`config.mk`:
```
export PLATFORM = sky130hd
export DESIGN_NAME = gba_irq_ctrl
export DESIGN_NICKNAME = d
export VERILOG_FILES = /design/src/rtl/gba_irq_pkg.sv /design/src/rtl/gba_irq_edge.sv /design/src/rtl/gba_irq_ctrl.sv
export SDC_FILE = /design/constraint.sdc
export NUM_CORES = 1
export LEC_CHECK = 0
export ABC_AREA = 0
export BUFFER_PORTS_ARGS = -buffer_cell sky130_fd_sc_hd__buf_2
export CORE_UTILIZATION = 48
export CTS_BUF_LIST = sky130_fd_sc_hd__clkbuf_4 sky130_fd_sc_hd__clkbuf_8
export CTS_CLUSTER_DIAMETER = 30
export DETAILED_ROUTE_END_ITERATION = 10
export PLACE_DENSITY = 0.82
export SLEW_MARGIN = 20
export SYNTH_ARGS = -nofsm -noshare
export SYNTH_HDL_FRONTEND = slang
export SYNTH_SLANG_ARGS = --single-unit
```
`constraint.sdc`:
```
create_clock -name clock_16 -period 1 [get_ports clock_16]
set_input_delay 0.2 -clock clock_16 [delete_from_list [all_inputs] [get_ports clock_16]]
set_output_delay 0.2 -clock clock_16 [all_outputs]
set_load 0.05 [all_outputs]
```
`src/rtl/gba_irq_pkg.sv`:
```
// gba_irq_pkg: interrupt source indices, register addresses and HALT state encoding for gba_irq_ctrl
package gba_irq_pkg;
  typedef enum logic [3:0] {
    IRQ_VBLANK, IRQ_HBLANK, IRQ_VCOUNT, IRQ_TIMER0, IRQ_TIMER1, IRQ_TIMER2, IRQ_TIMER3,
    IRQ_SERIAL, IRQ_DMA0, IRQ_DMA1, IRQ_DMA2, IRQ_DMA3, IRQ_KEYPAD, IRQ_GAMEPAK
  } irq_src_e;
  localparam logic [1:0] IRQ_ADDR_IE = 2'd0;
  localparam logic [1:0] IRQ_ADDR_IF = 2'd1;
  localparam logic [1:0] IRQ_ADDR_IME = 2'd2;
  typedef logic halt_state_t;
  localparam halt_state_t HALT_RUN = 1'b0;
  localparam halt_state_t HALT_HALT = 1'b1;
endpackage

```
`src/rtl/gba_irq_edge.sv`:
```
// gba_irq_edge: registered rising-edge detector (clk, rst_n async low, d in, rise out); history resets to ones so sources already high at release do not fire
module gba_irq_edge #(
  parameter int W = 14
) (
  input  logic         clk,
  input  logic         rst_n,
  input  logic [W-1:0] d,
  output logic [W-1:0] rise
);
  logic [W-1:0] q;
  always_ff @(posedge clk or negedge rst_n)
    if (!rst_n) q <= '1;
    else q <= d;
  assign rise = d & ~q;
endmodule

```
`src/rtl/gba_irq_ctrl.sv`:
```
// gba_irq_ctrl: IE/IF/IME interrupt controller with HALT state (clock_16, async-low reset, irq_src edges, byte-enabled register writes, combinational reads, registered irq_n, cpu_halted)
module gba_irq_ctrl
  import gba_irq_pkg::*;
#(
  parameter int NUM_SRC = 14
) (
  input  logic               clock_16,
  input  logic               reset,
  input  logic [NUM_SRC-1:0] irq_src,
  input  logic               wr_en,
  input  logic [1:0]         wr_addr,
  input  logic [15:0]        wr_data,
  input  logic [1:0]         wr_be,
  input  logic [1:0]         rd_addr,
  output logic [15:0]        rd_data,
  input  logic               halt_req,
  output logic               irq_n,
  output logic               cpu_halted
);
  localparam logic [15:0] SRC_MASK = 16'((17'd1 << NUM_SRC) - 17'd1);
  logic [NUM_SRC-1:0] rise;
  logic [15:0] ie_q, if_q, be_mask, wr_masked;
  logic ime_q, pending, wr_ie, wr_if, wr_ime;
  halt_state_t state;
  gba_irq_edge #(.W(NUM_SRC)) u_edge (
    .clk(clock_16),
    .rst_n(reset),
    .d(irq_src),
    .rise(rise)
  );
  assign be_mask = {{8{wr_be[1]}}, {8{wr_be[0]}}};
  assign wr_masked = wr_data & be_mask;
  assign wr_ie = wr_en && wr_addr == IRQ_ADDR_IE;
  assign wr_if = wr_en && wr_addr == IRQ_ADDR_IF;
  assign wr_ime = wr_en && wr_addr == IRQ_ADDR_IME && wr_be[0];
  assign pending = |(ie_q & if_q);
  assign cpu_halted = state == HALT_HALT;
  always_ff @(posedge clock_16 or negedge reset)
    if (!reset) begin
      ie_q <= '0;
      if_q <= '0;
      ime_q <= 1'b0;
      irq_n <= 1'b1;
      state <= HALT_RUN;
    end else begin
      if (wr_ie) ie_q <= ((ie_q & ~be_mask) | wr_masked) & SRC_MASK;
      if_q <= ((if_q & ~(wr_if ? wr_masked : 16'h0)) | 16'(rise)) & SRC_MASK;
      if (wr_ime) ime_q <= wr_data[0];
      irq_n <= ~(pending & ime_q);
      state <= state == HALT_RUN ? ((halt_req && !pending) ? HALT_HALT : HALT_RUN)
                                 : (pending ? HALT_RUN : HALT_HALT);
    end
  always_comb
    rd_data = rd_addr == IRQ_ADDR_IE  ? ie_q :
              rd_addr == IRQ_ADDR_IF  ? if_q :
              rd_addr == IRQ_ADDR_IME ? {15'd0, ime_q} : 16'h0;
endmodule

```
* Word-level counts from Yosys, hierarchy flattened *
Cells that the tools add are included.

storage, ports and cells
  output and inout bits = 18
  register bits = 45
  word-level logic and storage cells = 38
  bits of input ports = 40

cells by class
  equality and inequality tests = 4
  bitwise operators = 12
  reductions and logical operators = 9
  multiplexer cells = 7

operator list
  kind                count
  $and 14x14->14      5
  $not 14->14         3
  $mux 16             2
  $or 14x14->14       2
  $reduce_or 16->1    1
  $mux 14             1
  $logic_and 1x1->1   5
  $eq 2x1->1 const B  2
  $eq 2x2->1 const B  2
  $logic_not 2->1     2
  $mux 1              4
  $and 1x1->1         1
  $logic_not 1->1     1
  $not 1->1           1

* Depth between registers and ports, before layout *
Gate-level depths: netlist of the first run.

  word-level depth = 6
  mapped depth = 4
  mapped depth without buffers = 3

* Cells and area by module *
From an unflattened synthesis of the first run, not the netlist that was laid out.

unflattened totals
  cells, all modules = 159
  area total of the unflattened synthesis = 2,064.5 um^2

by module, submodules not included
  module        instances  seq. area each (um^2)  area an instance (um^2)  cells an instance
  gba_irq_ctrl  1          777.0                  1,503.9                  131
  gba_irq_edge  1          367.9                  560.5                    28

* Least setup slack after synthesis of the first run *
OpenSTA, ideal clock, no wires.

  path kind = input to output
  from = in rd_addr[0]
  to = out rd_data[0]
  required time = 800 ps
  stages = 4
  arrival time = 1,486 ps
  slack = -686 ps
  buffers on the path = 2
  path through = buf_2 > buf_2 > nand2_1 > o22ai_1

on the way
  word-level cells in the longest chain between the ends = 4
  elaborated cells between the ends (all ways) = 6
  those cells by class = eq/ne (2); mux (3); reduce/logical (1)

RTL lines
  item         RTL line            text
  from (decl)  gba_irq_ctrl.sv:14  input logic [1:0] rd_addr,
  $eq 2x2->1   gba_irq_ctrl.sv:56  rd_addr == IRQ_ADDR_IME ? {15'd0, ime_q} : 16'h0;
  $mux 1       gba_irq_ctrl.sv:56
  $mux 16      gba_irq_ctrl.sv:55  rd_addr == IRQ_ADDR_IF ? if_q :
  $mux 16 *    gba_irq_ctrl.sv:54  rd_data = rd_addr == IRQ_ADDR_IE ? ie_q :
  to (decl)    gba_irq_ctrl.sv:15  output logic [15:0] rd_data,

Mark *: on every way between the ends. The rest lies on a longest branch, timed or not.

==> reports/results.ini, run 1 <==
[outcome]
outcome = finished with violations
violations = setup timing

[worst_setup_path]
crit_fanout = 2
rr_worst_depth = 4
reg2reg_setup_slack_ns = -0.22
crit_path_end_kind = output pin
arrival_ns = 1.21
startpoint_type = flip-flop
crit_type = reg2out
r2r_start = if_q[12]
cp.required_ns = 0.80

[sta]
rsz0062_at_grt = yes
drv_slew = 0
setup-violations-final = 19
skew_ns = 0.00264
fin_ws_ns = -0.411
layout_min_cycle_time_ns = 1.41
final_hold_viol_count = 0
fin_crit_sh = 1.41
fmax_mhz = 709
tns_ns = -5.34

[final_layout]
final_layout_size_suffix_gt1_frac = 0.653
final_common_cell = buf_2
layout.nets = 316
nFillCells = 177
final_cell_mix = buf_2 (37), buf_4 (34), dfrtp_1 (30), buf_6 (24), nand2_1 (17)
multi_input_area_um2 = 968
n_antenna_cell = 0
area_growth_pct = 69.8
seq_area_um2 = 1140

[floorplanning]
core-area_um2 = 3770
die_w_um = 65.6
num_rows = 22
die_area_um2 = 4310
start_util = 0.515
die_h_um = 65.6
io_pins = 58

[run]
maxCapViolations = 0

[grt]
grt_usage = 0.285
grt_pass1_vias = 1759
antenna_found_initial = 0
grt_max_degree = 46
grt_pass1_wl_um = 8650
gr-total-overflow = 0

[hold_path]
hold-path-cell-count = 2
hp-class = in2reg
hp-start = wr_data[5]

[power_and_ir_drop]
ir_worst_vdd_mv = 1.10
p_leak_nw = 1.51
powerDensity_nw_per_um2 = 1600

[placed_design]
io_buffers = 53
gp_congestion = 0.785
hpwl_um = 3060
pre_cts_slack_ns = -0.279

[logic_synthesis]
ys_top_cells_by_area = dfrtp_1 (39%), dfstp_2 (20%), mux2_2 (8.7%), mux2i_1 (7.2%), a22o_1 (6.3%)
synth_compound_area_frac = 0.0972
syn_area_um2 = 1940
yosys.area.top_type = dfrtp_1
synth_top_area_frac = 0.386
yosys_register_bits = 45
synthDistinctLibCells = 20
ys_seq_area_frac = 0.589
syn_inst = 160
ys_warn_count = 0
synth_top_family_by_area = multiplexers
synthMuxAreaShare = 0.159
synth_fa_ha_area_frac = 0
synth.avg_cell_area_um2 = 12.1
synth_xor_area_frac = 0
yosys.area_share.simple = 0.101

[drt]
post_drt_wl_per_cell_um = 16.8
drt_first_pass_iters = 4
ant_nets = 0
route.detailed.drc = 0
drt_iter0_drc = 84
wl_um = 5480
vias = 1684
vias_per_cell = 5.18

[cts]
cts_tree = done
clk_latency_ns = 0.30
path_clk_slew_ns = 0.08
root_buffer = clkbuf_8
clock-sinks = 45
numCtsBuffers = 5
cts_buffer_depth = 2
h-tree-depth = 2

-- synth_stat cells, drive strengths merged --
library cell  number
inv               14
mux2i             14
dfstp             15
o22ai              1
nand2             19
nor4               1
dfrtp             30
mux2              15
a22o              14
nand3              1
conb               1
nor3               2
o31ai              1
buf                6
and4b              2
nand4b             1
nor2              14
a22oi              7
clkbuf             2
-- path summary, 6_finish.rpt --
check,end
worst max-delay path,rd_data[0]
min in group asynchronous,if_q[8]
worst max register to register,irq_n
worst min-delay path,flip-flop
max in group asynchronous,u_edge.q[9]
worst min register to register,if_q[5]
-- power by group --
part / internal [W] / total, W / switching [W]
Sequential: 0.00206 / 0.00222 / 0.000169
Clock: 0.000618 / 0.00122 / 0.000604
Combinational: 0.000946 / 0.00182 / 0.000878
-- what timing repair did --
item,4_1_cts,5_1_grt
pin swaps,11,7
buffers inserted,23,5
setup endpoints to repair,18,20
resized for setup,53,8
endpoints found under the hold margin,40,4
hold buffers,11,4
cloned,0,0
-- per-layer routing --
metal,track usage,part of all wire,vias to the layer above
met2,0.505,0.53,58
met4,0.0978,0.024,0
met5,0,0,-
li1,-,-,785
met1,0.325,0.40,827
met3,0.0833,0.042,14
-- area by class of cell --
class | instances | share of cell area
clock buffer | 8 | 0.0296
inverter | 14 | 0.0159
multi-input combinational | 94 | 0.294
sequential | 45 | 0.347
tap | 48 | 0.0182
timing repair buffer | 116 | 0.296
-- metrics by stage --
| step | utilization | hold slack (ns) | power, W | instance area (µm²) | cells |
|---|---|---|---|---|---|
| after CTS | 0.843 | 0.000692 | 0.00513 | 3180 | 316 |
| after global routing | 0.875 | 0.139 | 0.00549 | 3300 | 325 |
| after floorplan | - | -0.0956 | 0.00307 | 2170 | 161 |
| after global placement | 0.692 | 0.194 | 0.00342 | 2610 | 274 |
| final | 0.875 | 0.140 | 0.00527 | 3300 | 325 |
| after detailed placement | 0.692 | 0.191 | 0.00346 | 2610 | 274 |
-- critical path, cell delays in order, from the launching register on --
cell,delay (ns)
dfrtp_1,0.41
mux2i_2,0.24
o22ai_4,0.11
buf_6,0.16
-- kinds of logic after synthesis --
| group | after synthesis |
|---|---|
| AO/OA/AOI/OAI | 23 |
| buffers and inverters | 22 |
| flip-flops | 45 |
| multiplexers | 29 |
| other | 1 |
| AND/OR/NAND/NOR | 40 |
Note: power is estimated with default switching activity, not from simulation.
==> run 2, diff against run 1 <==
CAP_MARGIN = 5   (was default)
REMOVE_ABC_BUFFERS = 1   (was default)
==> reports/results.ini, run 2 (synthesis gave the netlist of run 1 again) <==
[worst_setup_path]
cp.required_ns = 0.80  ; about the same
timing.rr.end = irq_n  ; unchanged
startpoint_type = flip-flop  ; unchanged
rr_worst_depth = 4  ; unchanged
crit_fanout = 2  ; unchanged
crit_type = reg2out  ; unchanged
arrival_ns = 1.12  ; was 1.21 ns
reg2reg_setup_slack_ns = -0.25  ; was -0.22 ns
crit_path_end_kind = output pin  ; unchanged

[final_layout]
layout.nets = 316  ; unchanged
multi_input_area_um2 = 763  ; was 968 µm²
final_common_cell = buf_4  ; was buf_2
n_antenna_cell = 0  ; unchanged
final_cell_mix = buf_4 (44), buf_2 (37), dfrtp_1 (30), buf_6 (18), nand2_1 (17)  ; was buf_2 (37), buf_4 (34), dfrtp_1 (30), buf_6 (24), nand2_1 (17)
area_growth_pct = 57.7  ; was 69.8%
final_layout_size_suffix_gt1_frac = 0.556  ; was 0.653
nFillCells = 220  ; was 177
instances_no_fill = 325  ; unchanged
seq_area_um2 = 1140  ; unchanged

[hold_path]
hp-class = in2reg  ; unchanged
hp-start = irq_src[0]  ; was wr_data[5]
hold-path-cell-count = 1  ; was 2
hold_path_end = u_edge.q[0]

[grt]
antenna_found_initial = 0  ; unchanged
grt_usage = 0.261  ; was 0.285
grt_pass1_wl_um = 8160  ; was 8650 µm
grt_pass1_vias = 1787  ; was 1,759
grt_max_degree = 46  ; unchanged
gr-total-overflow = 0  ; unchanged

[placed_design]
io_buffers = 53  ; unchanged
gp_congestion = 0.765  ; was 0.785
place_inst = 277  ; was 274
hpwl_um = 3200  ; was 3060 µm

[power_and_ir_drop]
ir_worst_vdd_mv = 1.35  ; was 1.10 mV
finalPower_w = 0.00518  ; was 0.00527 W
powerDensity_nw_per_um2 = 1690  ; was 1600 nW/µm²
p_leak_nw = 1.50  ; was 1.51 nW

[floorplanning]
die_area_um2 = 4310  ; unchanged
start_util = 0.515  ; unchanged
io_pins = 58  ; unchanged
core-area_um2 = 3770  ; unchanged
num_rows = 22  ; unchanged
die_w_um = 65.6  ; unchanged
die_h_um = 65.6  ; unchanged

[cts]
cts_buffer_depth = 2  ; unchanged
root_buffer = clkbuf_8  ; unchanged
clk_latency_ns = 0.31  ; was 0.30 ns
clock-sinks = 45  ; unchanged
path_clk_slew_ns = 0.08  ; about the same
cts_tree = done  ; unchanged
h-tree-depth = 2  ; unchanged
numCtsBuffers = 5  ; unchanged

[drt]
ant_nets = 0  ; unchanged
drt_first_pass_iters = 4  ; unchanged
vias_per_cell = 5.14  ; was 5.18
post_drt_wl_per_cell_um = 15.7  ; was 16.8 µm
vias = 1669  ; was 1,684
drt_iter0_drc = 80  ; was 84
route.detailed.drc = 0  ; unchanged
wl_um = 5100  ; was 5480 µm

[sta]
layout_min_cycle_time_ns = 1.32  ; was 1.41 ns
fin_ws_ns = -0.325  ; was -0.411 ns
fmax_mhz = 755  ; was 709 MHz
final_hold_viol_count = 0  ; unchanged
rsz0062_at_grt = yes  ; unchanged
fin_crit_sh = 1.32  ; was 1.41
tns_ns = -4.47  ; was -5.34 ns
drv_slew = 0  ; unchanged
setup-violations-final = 18  ; was 19
skew_ns = 0.0121  ; was 0.00264 ns

[outcome]
outcome = finished with violations  ; unchanged
violations = setup timing  ; unchanged

[run]
maxCapViolations = 0  ; unchanged

==> run 2: worst max-delay path, cell delays in order, from the launching register on <==
cell and delay, ns:
dfrtp_1 0.39, mux2i_1 0.18, o22ai_2 0.10, buf_6 0.16
==> run 2: through the flow <==
stage | hold slack (ns) | utilization | area, µm² | worst slack (ns)
after CTS | 0.000164 | 0.791 | 2980 | -0.333
after detailed placement | 0.195 | 0.646 | 2430 | -0.201
after floorplan | -0.0956 | - | 1900 | -0.370
final | 0.0111 | 0.813 | 3060 | -0.325
after global routing | 0.00395 | 0.813 | 3060 | -0.384
after global placement | 0.197 | 0.646 | 2430 | -0.171
==> run 2: how the worst max path moves through the flow <==
stage | from | to | slack [ns] | cells past startpoint
final | ime_q | rd_data[0] | -0.32 | 3
after floorplan | ime_q | rd_data[0] | -0.37 | 2
after CTS | flip-flop | rd_data[0] | -0.33 | 3
after global routing | flip-flop | rd_data[0] | -0.38 | 3
after global placement | rd_addr[0] | rd_data[2] | -0.17 | 5
after detailed placement | wr_addr[1] | flip-flop | -0.20 | 4
==> run 2: power breakdown <==
group | total [W] | internal [W] | leakage [nW] | switching [W]
clock | 0.00146 | 0.000842 | 0.0619 | 0.000618
combinational | 0.00155 | 0.000768 | 0.959 | 0.000779
sequential | 0.00217 | 0.00206 | 0.482 | 0.000118
total | 0.00518 | 0.00367 | 1.50 | 0.00152
==> run 2: area by class of cell <==
class / count / share of cell area
Inverter: 14 / 0.0171
Timing Repair Buffer: 116 / 0.301
Sequential cell: 45 / 0.374
Clock inverter: 1 / 0.00980
Clock buffer: 7 / 0.0294
Multi-Input combinational cell: 94 / 0.249
Tap cell: 48 / 0.0196
==> run 2: per-layer routing <==
| layer | share of wire | vias up | global-route usage |
|---|---|---|---|
| met5 | 0 | - | 0 |
| li1 | - | 785 | - |
| met4 | 0.022 | 0 | 0.0978 |
| met1 | 0.41 | 816 | 0.304 |
| met2 | 0.51 | 59 | 0.459 |
| met3 | 0.056 | 9 | 0.0625 |
==> run 2: what timing repair did <==
item / 4_1_cts / 5_1_grt
gates resized for setup: 43 / 5
hold buffers: 9 / 4
endpoints found under the hold margin: 38 / 4
endpoints found under the setup margin: 18 / 18
setup buffers: 25 / 2
pin swaps: 8 / 9
